<file path="config.mk">
export PLATFORM = sky130hd
export DESIGN_NAME = exec_unit_seq
export DESIGN_NICKNAME = d
export VERILOG_FILES = /design/src/rtl/exec_unit_seq.sv
export SDC_FILE = /design/constraint.sdc
export NUM_CORES = 1
export LEC_CHECK = 0
export CORE_ASPECT_RATIO = 1.25
export CORE_MARGIN = 2
export CORE_UTILIZATION = 46
export DETAILED_ROUTE_END_ITERATION = 16
export PLACE_DENSITY = 0.81
export SLEW_MARGIN = 20
export SYNTH_ARGS = -nofsm -noshare
export SYNTH_HDL_FRONTEND = slang
export SYNTH_SLANG_ARGS = --single-unit
</file>
<file path="constraint.sdc">
create_clock -name clk -period 3.3 [get_ports clk]
set_input_delay 0.66 -clock clk [delete_from_list [all_inputs] [get_ports clk]]
set_output_delay 0.66 -clock clk [all_outputs]
set_load 0.1 [all_outputs]
</file>
<file path="src/rtl/exec_unit_seq.sv">
// Integer execute unit: 1-cycle ALU ops, bit-serial shifts (1 + shamt cycles), result held in DONE.
// Backpressure: in_ready only in IDLE; result held stable until out_valid && out_ready; flush aborts.
package exec_unit_pkg;
    typedef enum logic {OP1_REG = 1'b0, OP1_PC  = 1'b1} operand1_sel_t;
    typedef enum logic {OP2_REG = 1'b0, OP2_IMM = 1'b1} operand2_sel_t;

    typedef struct packed {
        logic [3:0]    exec_op;
        operand1_sel_t operand1_sel;
        operand2_sel_t operand2_sel;
    } exec_unit_params;

    localparam logic [2:0] F3_ADD  = 3'b000;
    localparam logic [2:0] F3_SLL  = 3'b001;
    localparam logic [2:0] F3_SLT  = 3'b010;
    localparam logic [2:0] F3_SLTU = 3'b011;
    localparam logic [2:0] F3_XOR  = 3'b100;
    localparam logic [2:0] F3_SR   = 3'b101;
    localparam logic [2:0] F3_OR   = 3'b110;
    localparam logic [2:0] F3_AND  = 3'b111;
endpackage

module exec_unit_seq
    import exec_unit_pkg::*;
#(
    parameter int XLEN = 32
) (
    input  logic            clk,
    input  logic            reset,
    input  logic            flush,
    input  logic            in_valid,
    output logic            in_ready,
    input  exec_unit_params params,
    input  logic [XLEN-1:0] rs1_data,
    input  logic [XLEN-1:0] rs2_data,
    input  logic [XLEN-1:0] pc,
    input  logic [XLEN-1:0] imm,
    output logic            out_valid,
    input  logic            out_ready,
    output logic [XLEN-1:0] result
);

    typedef enum logic [1:0] {IDLE, SHIFT, DONE} state_t;
    typedef enum logic [1:0] {SH_LL, SH_RL, SH_RA} shift_kind_t;

    state_t          state_q, state_d;
    shift_kind_t     shift_kind_q, shift_kind_d;
    logic [4:0]      shift_cnt_q, shift_cnt_d;
    logic [XLEN-1:0] result_d;

    logic [XLEN-1:0] op1;
    logic [XLEN-1:0] op2;
    logic [4:0]      shamt;
    logic [XLEN-1:0] alu_res;
    logic [XLEN-1:0] shift_step;
    logic            is_shift;
    shift_kind_t     dec_kind;
    logic            accept;

    assign op1   = (params.operand1_sel == OP1_PC)  ? pc  : rs1_data;
    assign op2   = (params.operand2_sel == OP2_IMM) ? imm : rs2_data;
    assign shamt = op2[4:0];

    // Reset gates in_ready directly so it drops without waiting for an edge.
    assign in_ready  = (state_q == IDLE) && !reset;
    assign out_valid = (state_q == DONE);
    assign accept    = in_valid && in_ready && !flush;

    // Single-cycle ops resolve here; shifts seed the result register with op1.
    always_comb begin
        alu_res  = '0;
        is_shift = 1'b0;
        dec_kind = SH_LL;
        case (params.exec_op[2:0])
            F3_ADD:  alu_res = params.exec_op[3] ? (op1 - op2) : (op1 + op2);
            F3_SLL:  begin
                is_shift = 1'b1;
                dec_kind = SH_LL;
                alu_res  = op1;
            end
            F3_SLT:  alu_res = {{(XLEN-1){1'b0}}, ($signed(op1) < $signed(op2))};
            F3_SLTU: alu_res = {{(XLEN-1){1'b0}}, (op1 < op2)};
            F3_XOR:  alu_res = op1 ^ op2;
            F3_SR:   begin
                is_shift = 1'b1;
                dec_kind = params.exec_op[3] ? SH_RA : SH_RL;
                alu_res  = op1;
            end
            F3_OR:   alu_res = op1 | op2;
            F3_AND:  alu_res = op1 & op2;
            default: alu_res = '0;
        endcase
    end

    always_comb begin
        shift_step = result;
        case (shift_kind_q)
            SH_LL:   shift_step = {result[XLEN-2:0], 1'b0};
            SH_RL:   shift_step = {1'b0, result[XLEN-1:1]};
            SH_RA:   shift_step = {result[XLEN-1], result[XLEN-1:1]};
            default: shift_step = result;
        endcase
    end

    always_comb begin
        state_d      = state_q;
        shift_kind_d = shift_kind_q;
        shift_cnt_d  = shift_cnt_q;
        result_d     = result;
        if (flush) begin
            state_d     = IDLE;
            shift_cnt_d = '0;
        end else begin
            case (state_q)
                IDLE: begin
                    if (accept) begin
                        result_d     = alu_res;
                        shift_kind_d = dec_kind;
                        if (is_shift && (shamt != 5'd0)) begin
                            state_d     = SHIFT;
                            shift_cnt_d = shamt;
                        end else begin
                            state_d = DONE;
                        end
                    end
                end
                SHIFT: begin
                    result_d    = shift_step;
                    shift_cnt_d = shift_cnt_q - 5'd1;
                    if (shift_cnt_q == 5'd1) begin
                        state_d = DONE;
                    end
                end
                DONE: begin
                    if (out_ready) begin
                        state_d = IDLE;
                    end
                end
                default: state_d = IDLE;
            endcase
        end
    end

    always_ff @(posedge clk or posedge reset) begin
        if (reset) begin
            state_q      <= IDLE;
            shift_kind_q <= SH_LL;
            shift_cnt_q  <= '0;
            result       <= '0;
        end else begin
            state_q      <= state_d;
            shift_kind_q <= shift_kind_d;
            shift_cnt_q  <= shift_cnt_d;
            result       <= result_d;
        end
    end

endmodule

</file>
==> results by group <==
STA
  – WHS: about 0.51 ns
  – Highest clock rate: 0.285 GHz
  – Slew margin rel.: 46.0%
  – Fin Setup TNS: -1.25 ns
  – Pin slew with the least headroom to its limit: ~0.81 ns
  – Setup Viol. Count Final: 16
  – Worst setup margin: -0.209 ns
  – Final worst path period need: 3.51 ns
  – Final Skew: about 0.012 ns
  – Fin. max-slew vios: 0
  – Tcrit/Tclk final: 106%
  – RSZ-0062 raised after global routing: yes
  – Final Hold Fails: 0

Floorplanning
  – DIE WIDTH: 123 microns
  – IO Count: 173
  – Initial Util: between 40 and 50%
  – FP Rows: 54
  – Die ar.: 0.0187 sq mm
  – Die height: 152 microns
  – Core Box Area: roughly 0.017 sq mm

Worst setup path
  – Buf/Inv on CP: 6
  – Crit path max-delay family: compound AO/OA/AOI/OAI gates
  – Worst setup EP type: register
  – Crit path max fanout: 5
  – Worst R2R Path Depth: 11
  – Critical path type: input pin to register
  – R2r endpoint: result[28]
  – Required @ worst endpoint: 3.46 ns
  – Reg2reg setup slack: 0.58 ns
  – Startpoint Class: input pin
  – Critical path data arrival time: 3.67 ns
  – Slowest CP cell: fa_2
  – CP max stage delay: between 0.3 and 0.4 ns
  – Most used cell along the critical path: buf_12
  – CP cell instances: buf_12, buf_12, buf_12, mux2i_4, inv_2, ha_4, inv_2, fa_2, nand2b_4, a21o_1, a21o_1, nand3b_1, a31oi_4, o21ai_4, a21oi_2, buf_4, a31oi_1, nand3b_1
  – Worst flop-to-flop path startpoint: shift_kind_q[0]

GRT
  – First-pass GRT wire length: between 50 and 60 mm
  – Vias in the first global route: 11000
  – Grt ovf: 0
  – Largest net degree at the start of global routing: 41
  – Initial antenna violation count: 0
  – Gr usage total: 38.1%

Yosys
  – EDFF count, synth: 0
  – Synth Cell Area: 0.00808 sq mm
  – Syn Nets: 1372
  – Sequential area share after synthesis: 12.7%
  – Mapped Cells: 1130
  – Cell taking the most area after synthesis: ha_1
  – Most used DFF post-synth: dfrtp_1
  – Synth top area cells: ha_1 16%, dfrtp_1 13%, mux2i_1 6.8%
  – Number of distinct library cells after synthesis: 79
  – Syn. warnings: 0
  – FF+latch count, synth: 41
  – Synth top area share: approximately 16%
  – Synth async-reset ratio: 100%
  – Commonest cells post-synth: 109 x a21oi_1, 109 x nor2_1, 103 x inv_1
  – Synthesized area per cell: 7.15 sq um

Power and ir drop
  – Worst IR Drop VDD: 0.000366 V
  – Power per cell area: around 400 mW/mm^2
  – Power share of the combinational group: 72.2%
  – Internal power: 0.00254 W
  – Sw frac: 52.7%
  – Clock share of power: 12.5%
  – Sequential power share: 15.3%
  – Sw power: 0.00282 W
  – Pleak: about 6.1 nW

Clock tree
  – CTS root buf: clkbuf_16
  – Total CTS buffers: 5
  – CTS clk-pin slew, worst paths: 0.07 ns
  – Clock Sink Count: 41
  – CTS tree: yes
  – Clock Latency Late Sink: 0.30 ns
  – CTS H-tree depth: 2
  – Hold_buf cts: 0
  – Clk buf depth: 2

Min path
  – Hold_sp: shift_cnt_q[4]
  – Hold depth: 2
  – Hold Path End: shift_cnt_q[4]
  – Worst Hold Class: register to register

Routing
  – Antenna-violating nets left: 0
  – Detailed Route Iter0 Violations: 1263
  – Drt wl/cell: 21.7 microns
  – Vias/cell: 6.38
  – Drt first pass iters: 6
  – Via count: 11100
  – Routed WL: approximately 38 mm
  – Residual DRC: 0

Cells and area
  – Diodes inserted: 0
  – Area Overhead vs Synth: 65.7%
  – Layout Nets: 1753
  – Reg area: 0.00103 sq mm
  – Multi-input logic area: 0.00754 sq mm
  – Share of layout cells above drive strength 1: 35.6%
  – Final Cell Area: 0.0134 sq mm
  – Fillers: 1160

Placement
  – Placed Area: 0.0117 sq mm
  – Port buffer count: roughly 170
  – Detailed placer's ending HPWL: 26.8 mm
  – Global placer's final weighted congestion: between 1 and 1.5

Flow run
  – Max_cap viols: 0

Outcome
  – Failing checks: negative setup slack
  – Outcome: complete, but fails checks
-- flip-flops by register name, indices dropped and copies added (netlist names) --
register and flops:
result 32, state_q 2, shift_cnt_q 5, shift_kind_q 2
-- cell usage in the layout (no fill, tap or decap), types with 9 or more instances in the layout --
| master | n |
|---|---|
| a211oi_1 | 12 |
| a21o_1 | 9 |
| a21oi_1 | 86 |
| a21oi_2 | 22 |
| a221oi_1 | 34 |
| a31oi_1 | 13 |
| buf_12 | 10 |
| buf_4 | 297 |
| buf_6 | 15 |
| clkdlybuf4s50_1 | 90 |
| dfrtp_1 | 41 |
| dlygate4sd2_1 | 35 |
| dlymetal6s2s_1 | 9 |
| ha_1 | 70 |
| ha_4 | 23 |
| inv_1 | 87 |
| inv_2 | 12 |
| mux2_4 | 11 |
| mux2i_1 | 28 |
| mux2i_2 | 13 |
| mux2i_4 | 14 |
| nand2_1 | 78 |
| nand3_1 | 12 |
| nor2_1 | 103 |
| nor2b_1 | 11 |
| nor3_1 | 23 |
| o211ai_1 | 13 |
| o21ai_0 | 51 |
| o21ai_1 | 15 |
| o21bai_1 | 11 |
| o22ai_1 | 9 |
| o31ai_1 | 19 |
| xnor2_1 | 17 |
-- timing repair --
action / in CTS / in global routing
buffers inserted: 35 / 8
endpoints found under the hold margin: 0 / 0
cloned: 1 / 0
endpoints found under the setup margin: 25 / 25
pin swaps: 72 / 74
resized for setup: 197 / 105
-- how the worst max path moves through the flow --
stage | end | slack (ns) | start | cells after the start
finish | result[30] | -0.21 | params[1] | 18
global route | result[30] | -0.28 | params[1] | 18
CTS | result[29] | -0.1 | params[1] | 13
detailed placement | result[30] | -0.72 | rs1_data[7] | 14
global placement | result[26] | -0.65 | params[0] | 15
floorplan | result[29] | -0.51 | params[0] | 14
-- power by group through the flow --
stage                     Sequential [W]  Clock, W  Combinational (W)
after CTS                       0.000806  0.000660            0.00360
after global placement          0.000809         0            0.00329
after floorplan                  0.00163         0            0.00126
after global routing            0.000831  0.000684            0.00405
after detailed placement        0.000814         0            0.00334
final                           0.000822  0.000669            0.00387
-- routing by layer --
| metal | up-vias | wire [microns] | global-route usage [%] |
|---|---|---|---|
| li1 | 4879 | - | - |
| met4 | 0 | 2370 | 21.5 |
| met2 | 801 | 17900 | 63.0 |
| met5 | - | 0 | 0 |
| met1 | 5181 | 13800 | 46.3 |
| met3 | 206 | 3560 | 6.06 |
-- area by class of cell --
type,instances,share of cell area (%)
sequential,41,7.66
tap,224,2.09
timing repair buffer,459,29.6
multi-input combinational,901,56.3
inverter,103,2.96
clock inverter,3,0.486
clock buffer,5,0.934
-- cells by family after synthesis --
logic type / Yosys count / share of synthesized area [%]
fa+ha+maj: 103 / 16.1
simple gates: 311 / 18.0
compound gates: 392 / 32.4
mux: 73 / 9.32
xor+xnor: 22 / 2.38
buf+inv: 188 / 9.02
flops: 41 / 12.7
-- through the flow --
step | utilization, % | power (W) | instances | setup WS (ns)
floorplan | - | 0.00289 | 1130 | -0.508
global placement | 67.7 | 0.00410 | 1692 | -0.646
detailed placement | 67.7 | 0.00415 | 1692 | -0.724
CTS | 74.5 | 0.00507 | 1733 | -0.0971
global route | 77.2 | 0.00557 | 1736 | -0.285
finish | 77.2 | 0.00536 | 1736 | -0.209
-- worst reg2reg max path, delay by kind of cell, from the launching register on --
kind	cells	cell delay (ns)
AOI/OAI and AO/OA	3	0.47
adders and majority gates	1	0.27
buffers and inverters	1	0.10
DFF	1	0.41
and+or+nand+nor	6	1.40
Power figures use the tool's default switching activity.
==> variant (same flow settings) <==
Encoding of `state_t`: now one-hot (3 bits for 3 states).
--- a/src/rtl/exec_unit_seq.sv
+++ b/src/rtl/exec_unit_seq.sv
@@ -40,7 +40,7 @@
     output logic [XLEN-1:0] result
 );
 
-    typedef enum logic [1:0] {IDLE, SHIFT, DONE} state_t;
+    typedef enum logic [2:0] {IDLE = 3'b001, SHIFT = 3'b010, DONE = 3'b100} state_t;
     typedef enum logic [1:0] {SH_LL, SH_RL, SH_RA} shift_kind_t;
 
     state_t          state_q, state_d;
Behaviour: no difference found for any inputs over 4 cycles, from zero or initial values and one cycle with reset high; so few cycles prove little.
==> variant against the original RTL <==
The flow still finishes with violations (negative setup slack). Combinational power decreased by 6.7%. Clock power increased by 6.6%. Synthesized cell count decreased by 1.3%. Sequential share of layout area increased by 0.054 points. Critical path depth decreased by 4. Area after synthesis increased by 0.88%. Non-clock buffer count increased by 15. Global-route usage increased by 0.61 points. Worst setup slack improved by 0.081 ns. Sequential cell count increased by 1. Die area increased by 0.86%. Cell area increased by 1.8%. Power decreased by 4.6%. Routed wire length unchanged. Critical path type unchanged. Critical endpoint unchanged. Largest cell class unchanged. Largest power group unchanged.
==> variant: results (changes against the original RTL) <==
* Inverter count at 108 (+4.9%)
* Top Registers: result (32), shift_cnt_q (5), state_q (3)
* Gp weighted congestion at 0.998 (-1.3%)
* Syn nets at 1357 (-1.1%)
* Fraction of cell area in non-clock buffers at 0.302 (+0.00637)
* R2R depth at 10 (-1)
* Clock sink count at 42 (+2.4%)
* Share of layout cells above drive strength 1 at 0.353 (-0.00249)
* Placed Area at 0.0120 sq mm (+2.6%)
* Vias per std cell at 6.32 (-0.86%)
* DR WL/cell at 21.6 um (-0.29%)
* Outcome: complete, but fails checks
* Worst R2R End: result[23]
* Final WS setup at -0.128 ns (+0.0812 ns)
* First-pass GRT wire length at 57600 um (+1.8%)
* Synth cell count leaders: 103 x inv_1, 101 x ha_1, 94 x a21oi_1
* First-pass iteration count of the detailed router at 5 (-1)
* Final-layout clock buffer total at 6 (+1)
* Buffers excl. clock at 474 (+3.3%)
* Post-synthesis cell count at 1115 (-1.3%)
* DRT iter0 DRCs at 1092 (-14%)
* Lkg Pwr at 6.15 nW (+1.4%)
* Multi-input comb cells at 885 (-1.8%)
* Fin Setup TNS at -0.803 ns (+0.445 ns)
* Synth-to-Final Area Change at 67.3%
* Violated checks: negative setup slack
* Reg2Reg Setup Slack at 0.80 ns (+0.22 ns)
* Total GRT Usage at 0.387 (+0.00609)
* Seq/Total Area, Yosys at 0.129 (+0.00211)
* Post-CTS sizing at 173 (-12%)
* Dominant cells by area after synthesis: ha_1 15%, dfrtp_1 13%, mux2i_1 7.9%, a21oi_1 5.8%, inv_1 4.7%
* CP max stage cell: or4_1
* Final setup vio count at 13 (-3)
[variant: cell types whose count changed after synthesis, sizes merged, moves of 5 or more]
| cell | delta |
|---|---|
| a21o | +6 |
| a21oi | -15 |
| a22o | +12 |
| a22oi | +6 |
| a31oi | -5 |
| clkbuf | -8 |
| mux2 | -6 |
| mux2i | +9 |
| nor2 | -41 |
| nor2b | -8 |
| o21ai | +13 |
| o221ai | +6 |
| o31ai | -10 |
[variant: where the power goes]
group          internal (mW)  switching (mW)
Sequential             0.623           0.170
Combinational           1.45            2.16
Clock                  0.456           0.257
[variant: layer usage]
| metal | up-vias | share of wire | global-route usage |
|---|---|---|---|
| met5 | - | 0 | 0 |
| met1 | 5175 | 0.37 | 0.461 |
| met3 | 187 | 0.083 | 0.0504 |
| met2 | 720 | 0.48 | 0.653 |
| met4 | 0 | 0.064 | 0.232 |
| li1 | 4921 | - | - |
[variant: kinds of logic after synthesis]
logic type | share of synthesized area
buffers and inverters | 0.0884
AOI/OAI and AO/OA | 0.341
DFF | 0.129
and+or+nand+nor | 0.164
muxes | 0.0951
adders and majority gates | 0.160
xor gates and xnor gates | 0.0226
[variant: tightest hold or removal path: stages, from the launching register on]
cell and delay (ns):
dfrtp_1 0.39, nand2_1 0.06, o21ai_1 0.07
[variant: how the worst max path moves through the flow]
stage,slack (ns),startpoint,to
5_1_grt,-0.22,params[1],result[30]
2_1_floorplan,-0.14,params[1],result[30]
3_3_place_gp,-0.67,imm[0],result[24]
6_report,-0.13,params[1],result[30]
3_5_place_dp,-0.74,imm[0],result[24]
4_1_cts,-0.08,params[1],result[30]
